`src/rtl/alu_mul_sequencer.sv`:
```
// Shift-and-add multiply sequencer. Drives the shared ALU with ADD ops and
// leaves the operand shifting to local registers. The result is the low WIDTH
// bits of the product, plus a sticky overflow flag for the bits that were lost.
module alu_mul_sequencer #(
  parameter int         WIDTH  = 8,
  parameter logic [2:0] ADD_OP = 3'b001,
  parameter logic [2:0] FWD_OP = 3'b000
) (
  input  logic             clk,
  input  logic             rst_n,
  input  logic             start,
  input  logic [WIDTH-1:0] operand_a,
  input  logic [WIDTH-1:0] operand_b,
  input  logic [WIDTH-1:0] alu_result,
  output logic [WIDTH-1:0] alu_data1,
  output logic [WIDTH-1:0] alu_data2,
  output logic [2:0]       alu_select,
  output logic             busy,
  output logic             done,
  output logic [WIDTH-1:0] product,
  output logic             overflow
);

  typedef enum logic [1:0] {S_IDLE, S_EVAL, S_ADD, S_DONE} state_t;

  state_t           state_q, state_d;
  logic [WIDTH-1:0] acc, m, q;
  logic             ovf;

  // A shift drops m's MSB. That bit is significant only if a higher multiplier
  // bit is still pending, so it is lost product bits only when q>>1 != 0.
  logic shift_ovf;
  assign shift_ovf = m[WIDTH-1] & (q[WIDTH-1:1] != '0);

  // An ADD carries out exactly when the wrapped sum is smaller than the addend.
  logic add_carry;
  assign add_carry = (alu_result < acc);

  // State register
  always_ff @(posedge clk or negedge rst_n) begin
    if (!rst_n) state_q <= S_IDLE;
    else        state_q <= state_d;
  end

  // Next-state and ALU drive; the ALU sees nonzero data only in ADD
  always_comb begin
    state_d    = state_q;
    alu_data1  = '0;
    alu_data2  = '0;
    alu_select = FWD_OP;
    busy       = 1'b1;
    done       = 1'b0;
    case (state_q)
      S_IDLE: begin
        busy = 1'b0;
        if (start) state_d = S_EVAL;
      end
      S_EVAL: begin
        if (q == '0)    state_d = S_DONE;
        else if (q[0])  state_d = S_ADD;
      end
      S_ADD: begin
        alu_data1  = acc;
        alu_data2  = m;
        alu_select = ADD_OP;
        state_d    = S_EVAL;
      end
      S_DONE: begin
        done    = 1'b1;
        state_d = S_IDLE;
      end
      default: state_d = S_IDLE;
    endcase
  end

  // Working registers: capture on accept, shift in EVAL/ADD, accumulate in ADD
  always_ff @(posedge clk or negedge rst_n) begin
    if (!rst_n) begin
      acc <= '0;
      m   <= '0;
      q   <= '0;
      ovf <= 1'b0;
    end else begin
      case (state_q)
        S_IDLE: begin
          if (start) begin
            acc <= '0;
            m   <= operand_a;
            q   <= operand_b;
            ovf <= 1'b0;
          end
        end
        S_EVAL: begin
          if (q != '0 && !q[0]) begin
            m   <= m << 1;
            q   <= q >> 1;
            ovf <= ovf | shift_ovf;
          end
        end
        S_ADD: begin
          acc <= alu_result;
          m   <= m << 1;
          q   <= q >> 1;
          ovf <= ovf | add_carry | shift_ovf;
        end
        default: ;
      endcase
    end
  end

  // Result registers load on the EVAL->DONE edge and hold until the next one
  always_ff @(posedge clk or negedge rst_n) begin
    if (!rst_n) begin
      product  <= '0;
      overflow <= 1'b0;
    end else if (state_q == S_EVAL && q == '0) begin
      product  <= acc;
      overflow <= ovf;
    end
  end

endmodule
```
`config.mk`:
```
export PLATFORM = sky130hd
export DESIGN_NAME = alu_mul_sequencer
export DESIGN_NICKNAME = d
export VERILOG_FILES = /design/src/rtl/alu_mul_sequencer.sv
export SDC_FILE = /design/constraint.sdc
export NUM_CORES = 1
export LEC_CHECK = 0
export BUFFER_PORTS_ARGS = -buffer_cell sky130_fd_sc_hd__buf_4
export CAP_MARGIN = 20
export CORE_ASPECT_RATIO = 0.8
export CORE_MARGIN = 2
export CORE_UTILIZATION = 51
export DETAILED_ROUTE_END_ITERATION = 10
export MAX_ROUTING_LAYER = met4
export PLACE_DENSITY = 0.79
export SLEW_MARGIN = 20
export SYNTH_ARGS = -nofsm -noshare
export SYNTH_HDL_FRONTEND = slang
export SYNTH_SLANG_ARGS = --single-unit
```
`constraint.sdc`:
```
create_clock -name clk -period 2.5 [get_ports clk]
set_input_delay 0.125 -clock clk [delete_from_list [all_inputs] [get_ports clk]]
set_output_delay 0.125 -clock clk [all_outputs]
set_load 0.1 [all_outputs]
```
==> impl_metrics.csv <==
group,metric,value,unit
sta,hold_viol,0,
drt,top_layer,"met3",
clock_network,cts_tree,"yes",
synth,yosysUniqueCellTypes,33,
sta,fin_ws,375.9,ps
synth,synth_xor_area_share,0,%
synth,yosys-top-cells-count,"36 x dfrtp_1, 16 x and2_1, 16 x mux2i_1, 16 x nand2_1, 13 x inv_1",
grt,overflow,0,
sta,fin_crit_sh,84.96,%
synth,yosysTopAreaCell,"dfrtp_1",
floorplan,core,0.003518,mm²
sta,fmax,0.4708,GHz
power_and_ir_drop,p_leak,1.277,nW
grt,grt_pass1_wl,6693,µm
synth,synth_area_leaders,"dfrtp_1 47%, mux2i_1 8.3%, ha_1 7.1%, mux2_2 5.2%, and2_1 5.2%",
drt,dr.pass1.iters,4,
layout,area.growth.synth_to_final,27.48,%
floorplan,die_w,72.79,µm
run_status,status,"finished clean",
worst_setup_path,critPathLaunch,"q[4]",
worst_setup_path,reg2reg_from,"q[4]",
sta,skew,2.386,ps
job,cap_violations,0,
synth,synth_flop_cell,"dfrtp_1",
drt,drt-total-wl,4144,µm
place,pre_cts_slack,397.1,ps
synth,yosysMostFrequentCell,"dfrtp_1",
synth,syn_area,0.001931,mm²
synth,synthAdderAreaFrac,7.129,%
sta,rsz0062_at_grt,"false",
place,numPortBuffers,54,
sta,slew_viol_final,0,
clock_network,cts_max_level,2,
clock_network,clk_path_buf_depth,2,
worst_setup_path,worstPathRequired,2700,ps
drt,m1WireLength,1837,µm
sta,setup_violations,0,
synth,synth_edf_count,0,
grt,first_global_vias,1453,
worst_hold_path,min-delay-start,"alu_result[0]",
power_and_ir_drop,power,3.579,mW
worst_setup_path,cp_max_fo,16,
power_and_ir_drop,power.density,1454,mW/mm²
synth,synth-compound-area-share,13.61,%
synth,synthArstFlopShare,100.0,%
floorplan,die_h,59.03,µm
clock_network,cts.clk_slew.worst_paths,70,ps
synth,yosysTopAreaCellShare,46.66,%
worst_setup_path,worst-setup-path-type,"flop to flop",
synth,seq_area_frac_synth,46.66,%
grt,antenna_found_initial,0,
place,dp_hpwl,3051,µm
floorplan,initial_core_util,54.87,%
drt,num_vias,1478,
worst_setup_path,cp-start-kind,"flop",
synth,syn_inst,178,
sta,slew-limit-headroom,51.53,%
drt,wl_met3,186,µm
worst_hold_path,hold_class,"primary input to flop",
grt,grt_max_degree,37,
drt,drt-vias-per-instance,5.336,
clock_network,cts_resized,0,
drt,drt-initial-drc-count,88,
synth,ys_warn_count,0,
place,gp_congestion,0.8026,
clock_network,clock_sinks,36,
synth,synth-simple-area-share,12.77,%
worst_setup_path,critPathCaptureType,"flop",
layout,nets,272,
floorplan,pin_count,57,
synth,synth-seq-cells,36,
layout,drive_above_1_share,37.87,%
drt,drc,0,
drt,wl_per_cell,14.96,µm
clock_network,clock_latency,290,ps
sta,fin_crit,2124,ps
grt,grt_usage,21.36,%
synth,synth_top_family_by_area,"compound AO/OA/AOI/OAI gates",
floorplan,die_area,0.004297,mm²
floorplan,rows,19,
synth,synth_area_per_cell,10.85,µm²
sta,fin_setup_tns,0,ps
drt,wl_met2,2120,µm
clock_network,cts_buffers,5,
synth,muxShareOfSynthArea,13.55,%
power_and_ir_drop,peakVddDrop,0.8518,mV
sta,worstMarginPinSlew,725.6,ps
layout,n_antenna_cell,0,
drt,drt.antenna.violating_nets,0,
clock_network,cts_root_buffer,"clkbuf_8",
worst_setup_path,arrival,2330,ps
==> cell type report <==
cell class / count / area, µm²
fillers: 274 / 1057
flip-flops and latches: 36 / 900.9
well taps: 42 / 52.55
repair buffers: 58 / 437.9
multi-input cells: 120 / 928.4
inverters: 13 / 48.80
clock buffers: 6 / 82.58
clock inverters: 2 / 10.01
==> flip-flops by register name (all words and copies together), names as in the netlist <==
register and cells:
state_q 2, product 8, m 8, q 8, ovf 1, acc 8
overflow 1
==> report_power, final <==
group	switching, mW	internal [mW]
clock	0.206	0.220
combinational	1.42	0.707
sequential	0.198	0.832
==> critical path, stage by stage (launching register included) <==
cell	delay, ps
dfrtp_1	400
or4_4	550
o41a_1	390
o21ai_4	280
buf_4	260
nand2_1	80
o21ai_0	80
==> cells by family (layout without fill, tap and decap cells) <==
group,Yosys count,after routing
AOI/OAI and AO/OA,37,37
muxes,25,25
DFF,36,36
other,1,2
buffers and inverters,23,79
and+or+nand+nor,45,45
adders and majority gates,11,11
==> what timing repair did <==
action | CTS | global route
hold endpoints to repair | 36 | 0
setup buffers | 0 | 0
hold buffers | 1 | 0
==> metrics by stage <==
stage / util (%) / cell area, µm² / hold WS (ps) / instances
3_3_place_gp: 67.03 / 2359 / 102.1 / 268
6_report: 69.95 / 2461 / 72.46 / 277
2_1_floorplan: - / 1947 / -170.6 / 179
4_1_cts: 69.95 / 2461 / 68.77 / 277
5_1_grt: 69.95 / 2461 / 62.03 / 277
3_5_place_dp: 67.03 / 2359 / 109.0 / 268
==> layer usage <==
metal	up-vias	global-route usage [%]
li1	721	-
met1	726	27.18
met2	31	34.03
met3	0	6.463
met4	0	4.762
met5	-	-
==> worst paths after layout <==
path                              endpoint  slack (ps)  cells after the start
min in group asynchronous       product[0]         330                      2
worst max-delay path                  q[0]         380                      6
worst min register to register  product[7]         510                      1
max in group asynchronous             q[4]        1850                      2
worst max register to register        q[0]         380                      6
worst min-delay path                acc[0]          70                      2
==> cell usage in the layout, fill, tap and decap left out, types with 2 or more instances in the layout <==
| cell | count |
|---|---|
| mux2i_1 | 16 |
| inv_1 | 13 |
| o21ai_1 | 10 |
| o22a_1 | 2 |
| clkinv_2 | 2 |
| nand2_1 | 16 |
| and2_1 | 6 |
| ha_1 | 11 |
| conb_1 | 2 |
| nand2b_1 | 3 |
| mux2_2 | 9 |
| dfrtp_1 | 36 |
| a22o_1 | 8 |
| a21oi_1 | 3 |
| and2_2 | 10 |
| o21ai_0 | 5 |
| clkbuf_8 | 6 |
| buf_4 | 57 |
| nor2b_1 | 2 |
| nor2_1 | 4 |
Note: power is estimated with default switching activity, not from simulation.
